--- config.mk ---
export PLATFORM = sky130hd
export DESIGN_NAME = ir_dir_decoder
export DESIGN_NICKNAME = d
export VERILOG_FILES = /design/src/rtl/snake_pkg.sv /design/src/rtl/nec_frame_check.sv /design/src/rtl/ir_dir_decoder.sv
export SDC_FILE = /design/constraint.sdc
export NUM_CORES = 1
export LEC_CHECK = 0
export CORE_UTILIZATION = 35
export DETAILED_ROUTE_END_ITERATION = 16
export GPL_ROUTABILITY_DRIVEN = 0
export GPL_TIMING_DRIVEN = 0
export PLACE_DENSITY_LB_ADDON = 0.1
export SYNTH_ARGS = -nofsm -noshare
export SYNTH_HDL_FRONTEND = slang
export SYNTH_SLANG_ARGS = --single-unit
--- constraint.sdc ---
create_clock -name nec_clk -period 4.31 [get_ports nec_clk]
set_clock_uncertainty 0.2 [all_clocks]
set_input_delay 0.862 -clock nec_clk [delete_from_list [all_inputs] [get_ports nec_clk]]
set_output_delay 0.862 -clock nec_clk [all_outputs]
set_load 0.02 [all_outputs]
--- src/rtl/snake_pkg.sv ---
// Shared types and NEC constants for the IR-driven snake direction path.
// Direction encoding puts opposite keys on the same bit1 value, so a reversal only flips bit0.
package snake_pkg;

   typedef enum logic [1:0] {
      DIR_UP    = 2'd0,
      DIR_DOWN  = 2'd1,
      DIR_LEFT  = 2'd2,
      DIR_RIGHT = 2'd3
   } dir_t;

   typedef enum logic {
      ST_IDLE   = 1'b0,
      ST_DECODE = 1'b1
   } state_t;

   localparam logic [7:0] NEC_ADDR      = 8'h20;
   localparam logic [7:0] NEC_CMD_UP    = 8'h6A;
   localparam logic [7:0] NEC_CMD_DOWN  = 8'hEA;
   localparam logic [7:0] NEC_CMD_LEFT  = 8'h1A;
   localparam logic [7:0] NEC_CMD_RIGHT = 8'h9A;

   function automatic dir_t opposite(input dir_t d);
      return dir_t'({d[1], ~d[0]});
   endfunction

endpackage

--- src/rtl/nec_frame_check.sv ---
// Combinational NEC frame classifier: complement checks plus arrow-key lookup.
// Kept free of state so menu logic can share it later.
module nec_frame_check
   import snake_pkg::*;
#(
   parameter logic [7:0] ADDR      = NEC_ADDR,
   parameter logic [7:0] CMD_UP    = NEC_CMD_UP,
   parameter logic [7:0] CMD_DOWN  = NEC_CMD_DOWN,
   parameter logic [7:0] CMD_LEFT  = NEC_CMD_LEFT,
   parameter logic [7:0] CMD_RIGHT = NEC_CMD_RIGHT
) (
   input  logic [31:0] frame,
   output logic        is_err,
   output logic        is_arrow,
   output dir_t        dir
);

   logic [7:0] addr_byte;
   logic [7:0] addr_inv;
   logic [7:0] cmd_byte;
   logic [7:0] cmd_inv;

   assign addr_byte = frame[31:24];
   assign addr_inv  = frame[23:16];
   assign cmd_byte  = frame[15:8];
   assign cmd_inv   = frame[7:0];

   always_comb begin
      is_err   = (addr_byte != ADDR) || (addr_inv != ~ADDR) || (cmd_inv != ~cmd_byte);
      is_arrow = 1'b0;
      dir      = DIR_UP;
      if (cmd_byte == CMD_UP) begin
         is_arrow = 1'b1;
         dir      = DIR_UP;
      end else if (cmd_byte == CMD_DOWN) begin
         is_arrow = 1'b1;
         dir      = DIR_DOWN;
      end else if (cmd_byte == CMD_LEFT) begin
         is_arrow = 1'b1;
         dir      = DIR_LEFT;
      end else if (cmd_byte == CMD_RIGHT) begin
         is_arrow = 1'b1;
         dir      = DIR_RIGHT;
      end
   end

endmodule

--- src/rtl/ir_dir_decoder.sv ---
// Turns completed NEC frames into snake direction commands, with one pending
// request committed on the game step tick and 180-degree reversals rejected.
module ir_dir_decoder
   import snake_pkg::*;
#(
   parameter logic [7:0] ADDR      = NEC_ADDR,
   parameter logic [7:0] CMD_UP    = NEC_CMD_UP,
   parameter logic [7:0] CMD_DOWN  = NEC_CMD_DOWN,
   parameter logic [7:0] CMD_LEFT  = NEC_CMD_LEFT,
   parameter logic [7:0] CMD_RIGHT = NEC_CMD_RIGHT,
   parameter dir_t       INIT_DIR  = DIR_RIGHT
) (
   input  logic        nec_clk,
   input  logic        reset_n,
   input  logic [31:0] word,
   input  logic        tick,
   output dir_t        dir,
   output logic        dir_changed,
   output logic        cmd_valid,
   output logic        cmd_error,
   output logic [7:0]  err_count
);

   logic [31:0] word_q;
   logic [31:0] frame_q;
   logic        fresh_q;
   logic        new_frame;
   state_t      state_q;
   state_t      state_next;
   logic        decode_en;
   logic        is_err;
   logic        is_arrow;
   dir_t        frame_dir;
   logic        pend_vld;
   dir_t        pend_dir;

   assign new_frame = (word != word_q);

   nec_frame_check #(
      .ADDR      (ADDR),
      .CMD_UP    (CMD_UP),
      .CMD_DOWN  (CMD_DOWN),
      .CMD_LEFT  (CMD_LEFT),
      .CMD_RIGHT (CMD_RIGHT)
   ) u_check (
      .frame    (frame_q),
      .is_err   (is_err),
      .is_arrow (is_arrow),
      .dir      (frame_dir)
   );

   // fresh_q remembers a frame captured during DECODE so it gets its own pass.
   always_ff @(posedge nec_clk or negedge reset_n) begin
      if (!reset_n) begin
         word_q  <= 32'h0;
         frame_q <= 32'h0;
         fresh_q <= 1'b0;
      end else begin
         if (new_frame) begin
            word_q  <= word;
            frame_q <= word;
         end
         if (state_q == ST_DECODE)
            fresh_q <= new_frame;
         else
            fresh_q <= 1'b0;
      end
   end

   always_ff @(posedge nec_clk or negedge reset_n) begin
      if (!reset_n)
         state_q <= ST_IDLE;
      else
         state_q <= state_next;
   end

   always_comb begin
      state_next = state_q;
      decode_en  = 1'b0;
      case (state_q)
         ST_IDLE: begin
            if (new_frame || fresh_q)
               state_next = ST_DECODE;
         end
         ST_DECODE: begin
            decode_en  = 1'b1;
            state_next = ST_IDLE;
         end
         default: state_next = ST_IDLE;
      endcase
   end

   always_ff @(posedge nec_clk or negedge reset_n) begin
      if (!reset_n) begin
         cmd_valid <= 1'b0;
         cmd_error <= 1'b0;
         err_count <= 8'h0;
      end else begin
         cmd_valid <= decode_en && !is_err && is_arrow;
         cmd_error <= decode_en && is_err;
         if (decode_en && is_err && (err_count != 8'hFF))
            err_count <= err_count + 8'h1;
      end
   end

   // Commit first, then a same-edge decode overwrites the pending slot.
   always_ff @(posedge nec_clk or negedge reset_n) begin
      if (!reset_n) begin
         dir         <= INIT_DIR;
         dir_changed <= 1'b0;
         pend_vld    <= 1'b0;
         pend_dir    <= INIT_DIR;
      end else begin
         dir_changed <= 1'b0;
         if (tick && pend_vld) begin
            if ((pend_dir != opposite(dir)) && (pend_dir != dir)) begin
               dir         <= pend_dir;
               dir_changed <= 1'b1;
            end
            pend_vld <= 1'b0;
         end
         if (decode_en && !is_err && is_arrow) begin
            pend_dir <= frame_dir;
            pend_vld <= 1'b1;
         end
      end
   end

endmodule

==> results of run 1 <==
-- registers in the layout, summed over array words and instances, names as in the netlist --
register / flops
frame_q: 32
err_count: 8
pend_dir: 2
dir_changed: 1
dir: 2
cmd_error: 1
state_q: 1
fresh_q: 1
pend_vld: 1
cmd_valid: 1
-- synth_stat cells, drive strengths merged --
cell type and number:
o31a 1, nor2 6, o22a 1, nand3 5
nor4b 1, and3 1, nand2 3, a21oi 1
and4b 1, inv 1, buf 1, nand4 11
a21o 1, nor3 2, dfrtp 46, xor2 40
dfstp 4, and4bb 2, and4 1, o21a 1
ha 1, xnor2 8, clkbuf 33, nor2b 1
nor4 9, mux2 4, and2 1, or3 1
-- layer usage --
layer	global-route usage (%)	up-vias	wire, um
li1	-	718	-
met1	17.8	677	1840
met2	24.3	32	2030
met3	2.81	7	141
met4	6.43	0	80
met5	0	-	0
-- kinds of logic (layout without fill, tap and decap cells) --
kind of cell	after synthesis	count (layout)	synth area share, %
AND/OR/NAND/NOR	45	45	13.2
XOR/XNOR	48	48	19.1
AO/OA/AOI/OAI	5	5	1.71
flip-flops	50	50	57.1
buffers and inverters	35	91	6.31
multiplexers	4	4	2.05
adder cells (fa/ha/maj)	1	1	0.568
-- layout make-up --
class	count	area, sq um
flip-flops and latches	50	1260
multi-input cells	103	806
plain buffers	34	135
clock inverters	3	40.0
well taps	75	93.8
clock buffers	5	68.8
repair buffers	48	485
fillers	566	3100
inverters	1	3.75
-- worst min-delay path by stage --
stage	endpoint	slack (ps)	depth (start not counted)
after detailed placement	state_q	270	2
after CTS	state_q	280	2
after floorplan	state_q	250	2
after global placement	state_q	260	2
after global routing	err_count[3]	300	1
final	err_count[5]	280	1
-- cells in the final DEF (no fill, tap or decap), drive strengths merged --
cell | netlist | routed
xor2 | 40 | 40
buf | 1 | 3
or3 | 1 | 1
nor3 | 2 | 2
nor2 | 6 | 6
clkinv | 0 | 2
and4bb | 2 | 2
nand2 | 3 | 3
nand4 | 11 | 11
nor4 | 9 | 9
inv | 1 | 1
nor2b | 1 | 1
clkdlybuf4s50 | 0 | 46
clkbuf | 33 | 38
o31a | 1 | 1
and3 | 1 | 1
o22a | 1 | 1
and2 | 1 | 1
dfstp | 4 | 4
a21oi | 1 | 1
nand3 | 5 | 5
dfrtp | 46 | 46
o21a | 1 | 1
bufinv | 0 | 1
nor4b | 1 | 1
and4b | 1 | 1
and4 | 1 | 1
mux2 | 4 | 4
xnor2 | 8 | 8
ha | 1 | 1
a21o | 1 | 1
-- power by group through the flow --
stage	combinational [W]	clock, W	sequential, W
2_1_floorplan	0.0000373	0	0.000504
4_1_cts	0.0000944	0.000336	0.000499
6_report	0.0000919	0.000325	0.000498
3_3_place_gp	0.0000921	0	0.000507
3_5_place_dp	0.0000938	0	0.000508
5_1_grt	0.000102	0.000355	0.000500
-- per-stage QoR --
| step | area, sq um | utilization [%] |
|---|---|---|
| floorplan | 2200 | - |
| global placement | 2770 | 46.2 |
| detailed placement | 2780 | 46.4 |
| CTS | 2890 | 48.2 |
| global route | 2890 | 48.2 |
| finish | 2890 | 48.2 |
==> key figures, run 1 <==
Run status
  • Status: completed

Floorplanning
  • Core ar.: 0.00599 sq mm
  • # rows: 28
  • Boundary pin count: 48
  • Die H: 81.3 um
  • Die area: 0.00661 sq mm
  • Initial Utilization: 36.7%
  • Die width: 81.3 um

Clocking
  • Postcts setup bufs: 0
  • Hold_buf cts: 0
  • Sink Count: 50
  • H-tree depth: 2
  • CTS tree: yes
  • CTS buffer count: 5
  • Clk buf depth: 2
  • Clock Pin Slew Worst Setup and Hold Paths: 90 ps
  • PostCTS Resize Cnt: 0
  • Worst skew pair latency: 300 ps
  • Root buffer selected by CTS: clkbuf_8

Route
  • Vias per Instance: 4.50
  • WL final: 4080 um
  • Drc violations: 0
  • Post-DRT Antenna Nets: 0
  • Total number of vias: 1,434
  • DRT iter0 DRCs: 39
  • TritonRoute pass-1 iters: 4
  • Routed wire per std cell: 12.8 um

Final layout
  • Number of diodes: 0
  • Share of layout cells above drive strength 1: 10.7%
  • Finished Layout Cells: 319
  • Area Overhead vs Synth: 31.3%
  • Nets: 279

Timing
  • RSZ-0062 raised after global routing: no
  • Fin. Hold Viols: 0
  • Tightest Pin Transition: 429 ps
  • Fin Hold WS: 279 ps
  • Fmax achieved: 0.399 GHz
  • Setup slack after layout: 1810 ps
  • Fin crit share: 58.1%
  • Slew Limit Headroom: 71.1%
  • # setup viols final: 0
  • Setup TNS: 0 ps
  • Final Slew Violations: 0
  • Final worst path period need: 2500 ps

Critical path
  • Reg2Reg Depth: 6
  • Max stage delay on crit path: 600 ps
  • Crit path to: dir[1]
  • Critical Path AT: 1440 ps
  • Critical path depth in cells: 1
  • Critical path origin: dir[1]
  • Worst path top cell family by delay: buffers and inverters
  • Slowest library cell on the worst path: clkdlybuf4s50_1
  • CP endpoint kind: output port
  • CP bufs+invs: 1
  • CP required: 3250 ps
  • Flop-to-flop setup slack: 1980 ps
  • Crit-path cells: clkdlybuf4s50_1
  • Max FO, Critical Path: 3
  • Worst r2r src: frame_q[24]
  • Startpoint types: register
  • Crit Path Class: register to output port
  • RR Endpoint: err_count[1]

Power
  • Logic pwr share: 10.0%
  • Net Sw Frac: 22.6%
  • Switching power total: 0.000207 W
  • Int Power: 0.000709 W
  • Reg power frac: 54.4%
  • VDD IR-drop max: 0.136 mV
  • Total power: 0.000916 W
  • Pwr Density: 317 mW/mm^2
  • Lkg Pwr: 1.18 nW
  • Clk pwr share: 35.5%

Placement
  • Count of input and output buffers: 47
  • Setup WS pre-CTS: 1620 ps
  • DP HPWL: 3200 um
  • Placed insts: 311

Flow run
  • Maxcap violations: 0

Yosys
  • Syn Nets: 224
  • Post-Synthesis Cells: 188
  • Post-synth cell types: 29
  • Yosys top cell area share: 52.3%
  • Cell Area, Synth: 0.00220 sq mm
  • Avg Inst Size Synth: 11.7 sq um
  • Syn. warnings: 0
  • Seq/Total Area, Yosys: 57.1%
  • Top post-synthesis cells by area: dfrtp_1, xor2_1, clkbuf_1
  • Seq cells post-synth: 50
  • Area leader, netlist: dfrtp_1

Worst hold path
  • Worst Hold Class: primary input to async pin

Global route
  • Vias in the first global route: 1,529
  • Largest net degree at the start of global routing: 34
  • Antenna violations before repair: 0
  • Overflow after GRT: 0
  • Gr usage total: 14.4%
  • First-pass GRT wire length: 7070 um
No activity file was read; power rests on OpenSTA's default activity.
==> inputs of run 2 (changes only) <==
==> constraint.sdc (replaced) <==
create_clock -name nec_clk -period 2.08 [get_ports nec_clk]
set_clock_uncertainty 0.2 [all_clocks]
set_input_delay 0.416 -clock nec_clk [delete_from_list [all_inputs] [get_ports nec_clk]]
set_output_delay 0.416 -clock nec_clk [all_outputs]
set_load 0.02 [all_outputs]
==> run 2 against run 1 <==
Net effect:
- register-to-register slack got worse by 2100 ps
- largest cell class unchanged
- the run now ends with negative setup slack left
- sequential power increased by 110%
- critical path depth increased by 5
- via count increased by 2.8%
- setup slack got worse by 1900 ps
- non-clock buffer count increased by 6
- clock power increased by 110%
==> key figures, run 2 (synthesis gave the netlist of run 1 again) <==
Clocking
  • Clk buf depth: 2
  • CTS buffer count: 5
  • Root buffer selected by CTS: clkbuf_8
  • Worst skew pair latency: 300 ps
  • Sink Count: 50
  • Clock Pin Slew Worst Setup and Hold Paths: 90 ps
  • H-tree depth: 2
  • CTS tree: yes

Final layout
  • Design Area, Final: 0.00302 sq mm
  • Area Overhead vs Synth: 37.4%
  • Biggest register: frame_q
  • Number of diodes: 0
  • Nets: 285
  • Most frequent cells in the layout: dfrtp_1, clkdlybuf4s50_1, xor2_1, clkbuf_1, nand4_1
  • Max reg flops: 32
  • Final Core Density: 50.5%
  • Most common cell after layout, fill and taps aside: dfrtp_1
  • Biggest regs: frame_q x32, err_count x8
  • Finished Layout Cells: 325
  • Share of layout cells above drive strength 1: 15.2%

Worst hold path
  • Worst Hold Class: register to register

Run status
  • Failing checks: negative setup slack
  • Status: finished, violations left

Global route
  • Gr usage total: 14.6%
  • First-pass GRT wire length: 7200 um
  • Vias in the first global route: 1,576
  • Largest net degree at the start of global routing: 34
  • Antenna violations before repair: 0
  • Overflow after GRT: 0

Floorplanning
  • Boundary pin count: 48
  • Die H: 81.3 um
  • Core ar.: 0.00599 sq mm
  • Die area: 0.00661 sq mm
  • # rows: 28
  • Die width: 81.3 um
  • Initial Utilization: 36.7%

Timing
  • Final worst path period need: 2170 ps
  • Fin. Hold Viols: 0
  • Setup slack after layout: -88.4 ps
  • Slew Limit Headroom: 66.9%
  • Tightest Pin Transition: 497 ps
  • # setup viols final: 7
  • RSZ-0062 raised after global routing: yes
  • Fin crit share: 104%
  • Final Slew Violations: 0
  • Fmax achieved: 0.461 GHz

Critical path
  • CP required: 2110 ps
  • Startpoint types: register
  • CP endpoint kind: register
  • Critical Path AT: 2200 ps
  • Max FO, Critical Path: 4
  • Crit Path Class: register to register

Placement
  • Count of input and output buffers: 47
  • DP HPWL: 3200 um
  • Placed insts: 311
  • Setup WS pre-CTS: -223 ps
  • Placed cell area: 0.00278 sq mm

Route
  • Post-DRT Antenna Nets: 0
  • Total number of vias: 1,474
  • Drc violations: 0
  • Vias per Instance: 4.54
  • TritonRoute pass-1 iters: 4
  • Routed wire per std cell: 13.0 um
  • DRT iter0 DRCs: 47
  • WL final: 4210 um

Power
  • Lkg Pwr: 1.28 nW
  • VDD IR-drop max: 0.283 mV
  • Pwr Density: 632 mW/mm^2
  • Total power: 0.00191 W

Flow run
  • Maxcap violations: 0
run 2: changes by cell type in the layout (fill, tap and decap cells not counted), sizes merged:
cell           change
buf                +5
clkdlybuf4s50      -3
dlymetal6s2s       +3
dlygate4sd3        +1
run 2: per-layer routing:
layer | GRT usage [%] | vias up | routed length [um]
met3 | 2.81 | 6 | 139
li1 | - | 731 | -
met1 | 18.0 | 704 | 1860
met2 | 24.8 | 33 | 2130
met4 | 6.25 | 0 | 76
met5 | 0 | - | 0
run 2: area by class of cell:
| class | instances | area (sq um) |
|---|---|---|
| fillers | 552 | 2970 |
| flip-flops and latches | 50 | 1260 |
| multi-input cells | 103 | 882 |
| repair buffers | 54 | 544 |
| plain buffers | 34 | 135 |
| well taps | 75 | 93.8 |
| clock buffers | 5 | 68.8 |
| clock inverters | 3 | 40.0 |
| inverters | 1 | 3.75 |
run 2: power by group:
part	total [W]	internal (W)	switching [W]
Sequential	0.00103	0.00100	0.0000301
Combinational	0.000198	0.000116	0.0000821
Clock	0.000679	0.000354	0.000325
run 2: path summary, 6_finish.rpt:
path / from / endpoint / slack [ps] / cells past startpoint
max: frame_q[26] / pend_dir[1] / -90 / 6
min: fresh_q / state_q / 280 / 2
max reg2reg: frame_q[26] / pend_dir[1] / -90 / 6
min reg2reg: fresh_q / state_q / 280 / 2
max in group asynchronous: reset_n / dir[0] / 730 / 3
min in group asynchronous: reset_n / err_count[5] / 370 / 2
run 2: repair_timing:
| action | CTS | global route |
|---|---|---|
| setup endpoints to repair | 3 | 12 |
| pin swaps | 7 | 2 |
| hold buffers | 1 | 0 |
| endpoints found under the hold margin | 15 | 0 |
| resized for setup | 8 | 9 |
| setup buffers | 4 | 1 |
run 2: through the flow:
stage               hold WS, ps  setup TNS [ps]
finish                      280            -248
CTS                         284            -350
global route                303            -407
floorplan                 -79.6               0
detailed placement          178            -907
global placement            262          -55690
run 2: critical path, cell delays in order, from the launching register on:
cell and delay [ps]:
dfrtp_1 420, nor4b_4 330, nand4_1 150, or3_4 420, buf_6 150, o31a_1 230, o22a_1 190
